--- src/rtl/pc_gen.sv ---
// pc_gen: RV32 fetch PC generator with trap/redirect priority, a one-entry pending redirect and alignment checking.
// Defining PC_RVC_EN adds the is_c port for 2-byte steps and switches to halfword alignment.
module pc_gen #(
  parameter int XLEN = 32,
  parameter logic [XLEN-1:0] RESET_VECTOR = '0,
  parameter int INC = 4
) (
  input  logic            clk,
  input  logic            rst,
  input  logic            en,
  input  logic            redir_valid,
  input  logic [XLEN-1:0] redir_target,
  input  logic            trap_valid,
  input  logic [XLEN-1:0] trap_target,
`ifdef PC_RVC_EN
  input  logic            is_c,
`endif
  output logic [XLEN-1:0] pc_out,
  output logic            pc_valid,
  output logic            misalign,
  output logic            pend_valid
);
  typedef enum logic {BOOT, RUN} state_t;
`ifdef PC_RVC_EN
  localparam logic [XLEN-1:0] AMASK = XLEN'(1);
`else
  localparam logic [XLEN-1:0] AMASK = XLEN'(3);
`endif
  state_t state;
  logic pend_trap;
  logic [XLEN-1:0] pend_target, step, nxt;
  logic nxt_mis;
  always_comb begin
`ifdef PC_RVC_EN
    step = is_c ? XLEN'(2) : XLEN'(INC);
`else
    step = XLEN'(INC);
`endif
    nxt = trap_valid ? trap_target & ~AMASK
        : redir_valid ? redir_target & ~AMASK
        : pend_valid ? pend_target & ~AMASK
        : pc_out + step;
    nxt_mis = !trap_valid && (redir_valid ? |(redir_target & AMASK)
                                          : pend_valid && !pend_trap && |(pend_target & AMASK));
  end
  // Pending kind is (pend_valid, pend_trap); a pending trap locks out later redirects.
  always_ff @(posedge clk or posedge rst) begin
    if (rst) begin
      state       <= BOOT;
      pc_out      <= RESET_VECTOR;
      pc_valid    <= 1'b0;
      misalign    <= 1'b0;
      pend_valid  <= 1'b0;
      pend_trap   <= 1'b0;
      pend_target <= '0;
    end else if (state == BOOT) begin
      state    <= RUN;
      pc_valid <= 1'b1;
    end else if (en) begin
      pc_out     <= nxt;
      misalign   <= nxt_mis;
      pend_valid <= 1'b0;
      pend_trap  <= 1'b0;
    end else begin
      misalign <= 1'b0;
      if (trap_valid) begin
        pend_target <= trap_target;
        pend_trap   <= 1'b1;
        pend_valid  <= 1'b1;
      end else if (redir_valid && !(pend_valid && pend_trap)) begin
        pend_target <= redir_target;
        pend_trap   <= 1'b0;
        pend_valid  <= 1'b1;
      end
    end
  end
endmodule

--- config.mk ---
export PLATFORM = sky130hd
export DESIGN_NAME = pc_gen
export DESIGN_NICKNAME = d
export VERILOG_FILES = /design/src/rtl/pc_gen.sv
export SDC_FILE = /design/constraint.sdc
export NUM_CORES = 1
export LEC_CHECK = 0
export CAP_MARGIN = 20
export CORE_ASPECT_RATIO = 0.6
export CORE_MARGIN = 4
export CORE_UTILIZATION = 53
export DETAILED_ROUTE_END_ITERATION = 8
export HOLD_SLACK_MARGIN = 0.05
export PLACE_DENSITY = 0.89
export SKIP_LAST_GASP = 1
export SLEW_MARGIN = 30
export SYNTH_ARGS = -nofsm -noshare
export SYNTH_HDL_FRONTEND = slang
export SYNTH_SLANG_ARGS = --single-unit
--- constraint.sdc ---
create_clock -name clk -period 5.99 [get_ports clk]
set_clock_uncertainty 0.15 [all_clocks]
set_input_delay 1.4975 -clock clk [delete_from_list [all_inputs] [get_ports clk]]
set_output_delay 1.4975 -clock clk [all_outputs]
set_load 0.02 [all_outputs]
# [Word-level counts from Yosys, hierarchy flattened]
# Index checks and enable logic that the tools add are counted.
[classes] addsub=1 n_mul=0 n_div=0 magnitude_cmp=0 n_eq_ne=0 shifts=0 muxes=13 n_bitwise=1 n_reduce_logical=15
[ops] op="2-to-1 mux 32 bit" count=5
[ops] op="adder 32 x 3 -> 32 bit, second input constant" count=1
[ops] op="2-to-1 mux 1 bit" count=8
[ops] op="logical AND 1 bit" count=5
[ops] op="AND reduction 2 bit" count=2
[ops] op="OR reduction 2 bit" count=2
[ops] op="logical NOT 1 bit" count=3
[ops] op="AND reduction 3 bit" count=1
[ops] op="nonzero test 3 bit" count=1
[ops] op="nonzero test 2 bit" count=1
[ops] op="inverter 1 bit" count=1
[word_totals] reg_bits=69 latch_bits=0 ramBits=0 romBits=0 inputBits=69 out_inout_bits=35 elab_cells=37 mem_count=0

# [Longest topological paths before layout]
# Gate-level depths: netlist of run 1.
[depth] word_depth=6 mapped_depth=8

# [Worst setup path after synthesis of run 1]
# Ideal clock, no wire load.
[synth_timing] path_type="input-to-reg" from="input port trap_valid" to="register pc_out[13]" setup_time_ps=77 t_arrival_ps=2548 required_time_ps=5763 setup_slack_ps=3215 stages=6 path_cell_list="buf_2 > or3_1 > nor2_4 > buf_4 > a221oi_1 > o21ai_1"
[synth_via] elab_chain_cells=1
[synth_lines] item="start, declared" line_no="13" text="input logic trap_valid,"
[synth_lines] item="2-to-1 mux 32 bit" line_no="39" text="nxt = trap_valid ? trap_target & ~AMASK"
[synth_lines] item="end signal, assigned" line_no="60" text="pc_out <= nxt;"
[synth_lines] item="end, declared" line_no="18" text="output logic [XLEN-1:0] pc_out,"
# No other way between the ends.
# A chain may end at the register's enable or synchronous reset.

# [Worst setup path in the final report of run 1]
[layout_timing] from="input port en" to="register pc_out[17]"
[layout_via] elab_chain_cells=1
[layout_lines] item="start, declared" line_no="10" text="input logic en,"
[layout_lines] item="AND reduction 2 bit (no source line)"
# No other way between the ends.

==> flow_metrics.tcl, run 1 <==
set metrics [dict create \
    status "finished clean" \
    detail_route.wl_per_cell_um 19.4 \
    fin_nets 594 \
    pwr_density_cell_mw_per_mm2 288 \
    place.port_buffers 101 \
    critPathRequiredTime_ns 6.08 \
    postCtsHoldBufs 0 \
    worst_ir_drop_vdd_mv 0.141 \
    number_of_enable_flip_flop_cells_after_synthesis 0 \
    final_area_mm2 0.00533 \
    grt_pass1_wl_um 19700 \
    post_synthesis_cell_area_mm2 0.00399 \
    vias_in_the_first_global_route 4014 \
    drt.antenna.violating_nets 0 \
    drc_viols 0 \
    postCtsSetupBuffers 0 \
    die-width_um 120 \
    first_iter_violations 453 \
    die_height_um 75.2 \
    synthDominantCellAreaShare 0.420 \
    grt_met2_use 0.458 \
    grt_util_met3 0.0901 \
    layout.cells.most_common_list "sky130_fd_sc_hd__clkdlybuf4s50_1 (100), sky130_fd_sc_hd__dfrtp_1 (67), sky130_fd_sc_hd__o21ai_0 (54), sky130_fd_sc_hd__nand2_1 (46), sky130_fd_sc_hd__mux2i_1 (36)" \
    setup-tns-final_ns 0 \
    hold_class "reg -> reg" \
    clock_insertion_delay_worst_skew_ns 0.34 \
    layout_min_cycle_time_ns 3.88 \
    total_leakage_power_nw 2.15 \
    grt_max_degree 68 \
    worst_hold_path.num_cells 1 \
    crit_path_start_kind "input pin" \
    critPathMaxFanout 37 \
    drt-total-wl_um 12300 \
    synth.yosys.warnings 0 \
    yosysSeqAreaShare 0.420 \
    clock_root_buffer "sky130_fd_sc_hd__clkbuf_16" \
    rsz0062_at_grt "no" \
    gr-total-overflow 0 \
    rows 24 \
    syn2layout_area_growth_pct 33.6 \
    total_power_mw 1.54 \
    use_met1 0.360 \
    hold_start "pc_valid$_DFFE_PP0N_" \
    gpl.final_weighted_congestion 0.878 \
    grt_util_all_layers 0.281 \
    io-pin-count 104 \
    hold_viol_final 0 \
    timing.setup.critical_path_class "in -> reg" \
    clk_path_buf_depth 2 \
    ys_ff_latch 67 \
    synth.top_cells.by_area "sky130_fd_sc_hd__dfrtp_1 (42%), sky130_fd_sc_hd__mux2i_1 (9.0%), sky130_fd_sc_hd__o21ai_0 (6.8%)" \
    post_route_cells_drive_above_1_share 0.0605 \
    placed_area_mm2 0.00502 \
    top_usage_layer "met2" \
    ys_async_sr_fraction 1.00 \
    finalSetupViolations 0 \
    insertedDiodeCount 0 \
    die_area_mm2 0.00903 \
    regToRegStartpoint "state$_DFF_PP0_" \
    detailedRoute.firstPassIterationCount 5 \
    syn_inst_count 441 \
    cts_htree_levels 3 \
    cts_made_buffers 9 \
    mostFrequentLayoutCell "sky130_fd_sc_hd__clkdlybuf4s50_1" \
    fin_crit_sh 0.648 \
    place.detailed.hpwl_um 8230 \
    tritoncts "done" \
    placeableCoreArea_mm2 0.00730 \
    vias 4082 \
    cp.arrival_ns 3.97 \
    worst_r2r_path_depth 6 \
    cp-end-kind "register" \
    drv_cap 0 \
    r2r_setup_slack_ns 3.32 \
    reg2reg_to "pc_out[17]$_DFFE_PP0P_" \
    avgSynthCellArea_um2 9.05 \
    cts.clk_slew.worst_paths_ns 0.06 \
    antenna_violations_before_repair 0 \
    worst_slew_margin_rel 0.439 \
    finalMaxSlewViolations 0 \
    dominantRegCellSynth "sky130_fd_sc_hd__dfrtp_1" \
    clock.fmax_mhz 258 \
    synthDistinctLibCells 44 \
    worstHoldEndpoint "pc_valid$_DFFE_PP0N_" \
    timing_worst_slew_pin_value_ns 0.842 \
    effective_utilization_at_floorplan 0.547 \
    drt-vias-per-instance 6.45 \
    numClockSinks 67 \
    library_cell_occupying_the_most_area_in_the_post_synthesis_netlist "sky130_fd_sc_hd__dfrtp_1" \
    cts_resized 0 \
]
[per-stage QoR]
step,instances,hold WS [ns],setup WS (ns),utilization
2_1_floorplan,442,0.295,2.66,-
3_3_place_gp,616,0.311,2.06,0.688
3_5_place_dp,616,0.318,1.92,0.688
4_1_cts,632,0.334,2.16,0.728
5_1_grt,633,0.352,2.00,0.731
6_report,633,0.332,2.11,0.731
[synth_stat cells, types with 9 or more instances]
master / n
sky130_fd_sc_hd__xor2_1: 19
sky130_fd_sc_hd__nor2_1: 32
sky130_fd_sc_hd__nand4_1: 9
sky130_fd_sc_hd__o21ai_1: 20
sky130_fd_sc_hd__a22oi_1: 16
sky130_fd_sc_hd__nand2_1: 46
sky130_fd_sc_hd__a221oi_1: 23
sky130_fd_sc_hd__clkbuf_1: 20
sky130_fd_sc_hd__nand3_1: 17
sky130_fd_sc_hd__buf_2: 11
sky130_fd_sc_hd__o21ai_0: 54
sky130_fd_sc_hd__mux2i_1: 36
sky130_fd_sc_hd__dfrtp_1: 67
[logic make-up after synthesis]
group,synth area share
flops,0.420
fa+ha+maj,0.00314
mux,0.0903
other cells,0.00188
compound gates,0.222
xor+xnor,0.0571
simple gates,0.158
buf+inv,0.0467
[metal layers]
metal  share of wire  wire length (µm)  up-vias
met3            0.10              1290       46
met1            0.41              5070     1992
met5               0                 0        -
met4           0.027               327        0
met2            0.45              5580      254
li1                -                 -     1790
[critical path, stage by stage]
cell and delay (ns):
sky130_fd_sc_hd__clkdlybuf4s50_1 0.51, sky130_fd_sc_hd__nand2_1 0.32, sky130_fd_sc_hd__buf_4 0.39, sky130_fd_sc_hd__or3_1 0.49, sky130_fd_sc_hd__nor2_4 0.42, sky130_fd_sc_hd__a221oi_1 0.18
sky130_fd_sc_hd__o21ai_1 0.14
[worst max path at each step]
stage / start / cells past startpoint / end / slack [ns]
6_report: en / 7 / pc_out[17]$_DFFE_PP0P_ / 2.11
5_1_grt: en / 7 / pc_out[17]$_DFFE_PP0P_ / 2.00
2_1_floorplan: rst / 1 / misalign$_DFFE_PP0P_ / 2.66
3_5_place_dp: en / 7 / pc_out[27]$_DFFE_PP0P_ / 1.92
3_3_place_gp: en / 7 / pc_out[12]$_DFFE_PP0P_ / 2.06
4_1_cts: en / 7 / pc_out[17]$_DFFE_PP0P_ / 2.16
[sequential cells by signal (all words and copies together), names as in the netlist]
register	flops
misalign	1
pc_out	30
pc_valid	1
pend_target	32
pend_trap	1
pend_valid	1
state	1
[final cells by class]
class / count / area, µm²
clock inverter: 6 / 66.3
inverter: 4 / 15.0
timing repair buffer: 108 / 1070
tap: 104 / 130
clock buffer: 10 / 229
sequential: 67 / 1680
fill: 518 / 1960
multi-input combinational: 334 / 2140
[power breakdown]
| group | leakage, nW | internal (mW) | switching (mW) |
|---|---|---|---|
| Sequential | 0.817 | 0.527 | 0.0971 |
| Clock | 0.135 | 0.322 | 0.206 |
| Combinational | 1.20 | 0.188 | 0.198 |
Note: power is estimated with default switching activity, not from simulation.
==> run 2: changes to the inputs <==
--- a/config.mk
+++ b/config.mk
@@ -8,10 +8,10 @@
 export CAP_MARGIN = 20
 export CORE_ASPECT_RATIO = 0.6
 export CORE_MARGIN = 4
-export CORE_UTILIZATION = 53
+export CORE_UTILIZATION = 45
 export DETAILED_ROUTE_END_ITERATION = 8
 export HOLD_SLACK_MARGIN = 0.05
-export PLACE_DENSITY = 0.89
+export PLACE_DENSITY = 0.81
 export SKIP_LAST_GASP = 1
 export SLEW_MARGIN = 30
 export SYNTH_ARGS = -nofsm -noshare
==> constraint.sdc (replaced) <==
create_clock -name clk -period 3.2 [get_ports clk]
set_clock_uncertainty 0.15 [all_clocks]
set_input_delay 0.8 -clock clk [delete_from_list [all_inputs] [get_ports clk]]
set_output_delay 0.8 -clock clk [all_outputs]
set_load 0.02 [all_outputs]
==> run 2 against run 1 <==
  * Final area increased by 0.16%
  * Die area grew 16%
  * Sequential power increased by 84%
  * Combinational power increased by 88%
  * Register-to-register slack worse by 2.4 ns
  * Flip-flop and latch count stayed put
  * Worst hold slack got worse by 0.0027 ns
  * Via count fell by 6.0%
  * Count of clock-buffer cells in the layout grew 2
  * Clock power grew 69%
  * Critical path type unchanged
  * Critical endpoint is now pc_out[9]$_DFFE_PP0P_
  * Largest cell class unchanged
  * Highest routed layer unchanged
==> flow_metrics.tcl, run 2 (synthesis gave the netlist of run 1 again) <==
set metrics [dict create \
    status "finished clean" \
    place.port_buffers 101 \
    drv_cap 0 \
    cts_resized 0 \
    critPathMaxFanout 19 \
    worst_r2r_path_depth 5 \
    rows 26 \
    cp-end-kind "register" \
    detailedRoute.firstPassIterationCount 5 \
    finalSetupViolations 0 \
    r2r_setup_slack_ns 0.92 \
    grt_max_degree 68 \
    syn2layout_area_growth_pct 33.9 \
    finalMaxSlewViolations 0 \
    post-route-util 0.624 \
    antenna_violations_before_repair 0 \
    drt-vias-per-instance 5.98 \
    clock_insertion_delay_worst_skew_ns 0.33 \
    rsz0062_at_grt "no" \
    postCtsSetupBuffers 0 \
    gr-total-overflow 0 \
    fin_ws_ns 0.630 \
    post_route_cells_drive_above_1_share 0.0604 \
    cts.clk_slew.worst_paths_ns 0.05 \
    postCtsHoldBufs 0 \
    regToRegStartpoint "pc_out[7]$_DFFE_PP0P_" \
    fin_nets 596 \
    die-width_um 130 \
    drt.antenna.violating_nets 0 \
    effective_utilization_at_floorplan 0.466 \
    gpl.final_weighted_congestion 0.823 \
    total_leakage_power_nw 2.17 \
    clock.fmax_mhz 389 \
    cts_htree_levels 3 \
    layout.cells.non_filler 642 \
    worst_slew_margin_rel 0.472 \
    hold_viol_final 0 \
    first_iter_violations 520 \
    hold_class "reg -> reg" \
    drt-total-wl_um 11800 \
    fin_crit_sh 0.803 \
    final.hold.worst_slack_ns 0.329 \
    total_power_mw 2.76 \
    biggestRegsByFlops "pend_target (32), pc_out (30)" \
    placeableCoreArea_mm2 0.00856 \
    clock_root_buffer "sky130_fd_sc_hd__clkbuf_16" \
    largest_reg_flops 32 \
    pwr_density_cell_mw_per_mm2 517 \
    vias_in_the_first_global_route 3838 \
    critPathRequiredTime_ns 3.28 \
    detail_route.wl_per_cell_um 18.4 \
    io-pin-count 104 \
    insertedDiodeCount 0 \
    mostFrequentLayoutCell "sky130_fd_sc_hd__clkdlybuf4s50_1" \
    numClockSinks 67 \
    timing_worst_slew_pin_value_ns 0.787 \
    timing.setup.critical_path_class "in -> reg" \
    cp.arrival_ns 2.65 \
    hold_start "pc_valid$_DFFE_PP0N_" \
    clk_path_buf_depth 2 \
    vias 3836 \
    largest-register "pend_target" \
    worst_ir_drop_vdd_mv 0.230 \
    layout_min_cycle_time_ns 2.57 \
    worst_hold_path.num_cells 1 \
    setup-tns-final_ns 0 \
    crit_path_start_kind "input pin" \
    reg2reg_to "pc_out[29]$_DFFE_PP0P_" \
    drc_viols 0 \
    place.detailed.hpwl_um 8210 \
    tritoncts "done" \
    place_ws_ns 0.335 \
    grt_util_all_layers 0.233 \
    dp.cells 627 \
    die_height_um 80.9 \
    final_area_mm2 0.00534 \
    placed_area_mm2 0.00508 \
    layout.cells.most_common_list "sky130_fd_sc_hd__clkdlybuf4s50_1 (100), sky130_fd_sc_hd__dfrtp_1 (67), sky130_fd_sc_hd__o21ai_0 (54), sky130_fd_sc_hd__nand2_1 (46), sky130_fd_sc_hd__mux2i_1 (36)" \
    grt_pass1_wl_um 19400 \
    worstHoldEndpoint "pc_valid$_DFFE_PP0N_" \
    cts_made_buffers 9 \
    die_area_mm2 0.0105 \
]
-- run 2: how the worst max path moves through the flow --
stage                           start  cells after the start  slack (ns)                endpoint
after floorplan                   rst                      1        0.57    misalign$_DFFE_PP0P_
after global placement    redir_valid                      6        0.07  pc_out[10]$_DFFE_PP0P_
after detailed placement           en                      6        0.33   pc_out[9]$_DFFE_PP0P_
after CTS                          en                      6        0.67   pc_out[9]$_DFFE_PP0P_
after global routing               en                      6        0.55   pc_out[9]$_DFFE_PP0P_
final                              en                      6        0.63   pc_out[9]$_DFFE_PP0P_
-- run 2: report_power, final --
group          switching, mW  internal, mW  leakage (nW)
sequential             0.158         0.987         0.817
clock                  0.353         0.537         0.132
combinational          0.368         0.357          1.22
-- run 2: cell type report --
class	count	area (µm²)
Multi-Input combinational cell	334	2150
Clock inverter	3	15.0
Tap cell	112	140
Timing Repair Buffer	110	1100
Inverter	4	15.0
Clock buffer	12	246
Sequential cell	67	1680
Fill cell	700	3210
-- run 2: critical path, cell delays in order --
cell and delay, ns:
sky130_fd_sc_hd__clkdlybuf4s50_1 0.52, sky130_fd_sc_hd__nand2_1 0.10, sky130_fd_sc_hd__buf_4 0.22, sky130_fd_sc_hd__nor3_1 0.23, sky130_fd_sc_hd__nand2_1 0.44, sky130_fd_sc_hd__o211ai_1 0.34
-- run 2: layer usage --
metal | track usage | wire length (µm)
met4 | 0.0737 | 89
met3 | 0.0532 | 995
met2 | 0.356 | 5300
met5 | 0 | 0
met1 | 0.331 | 5420
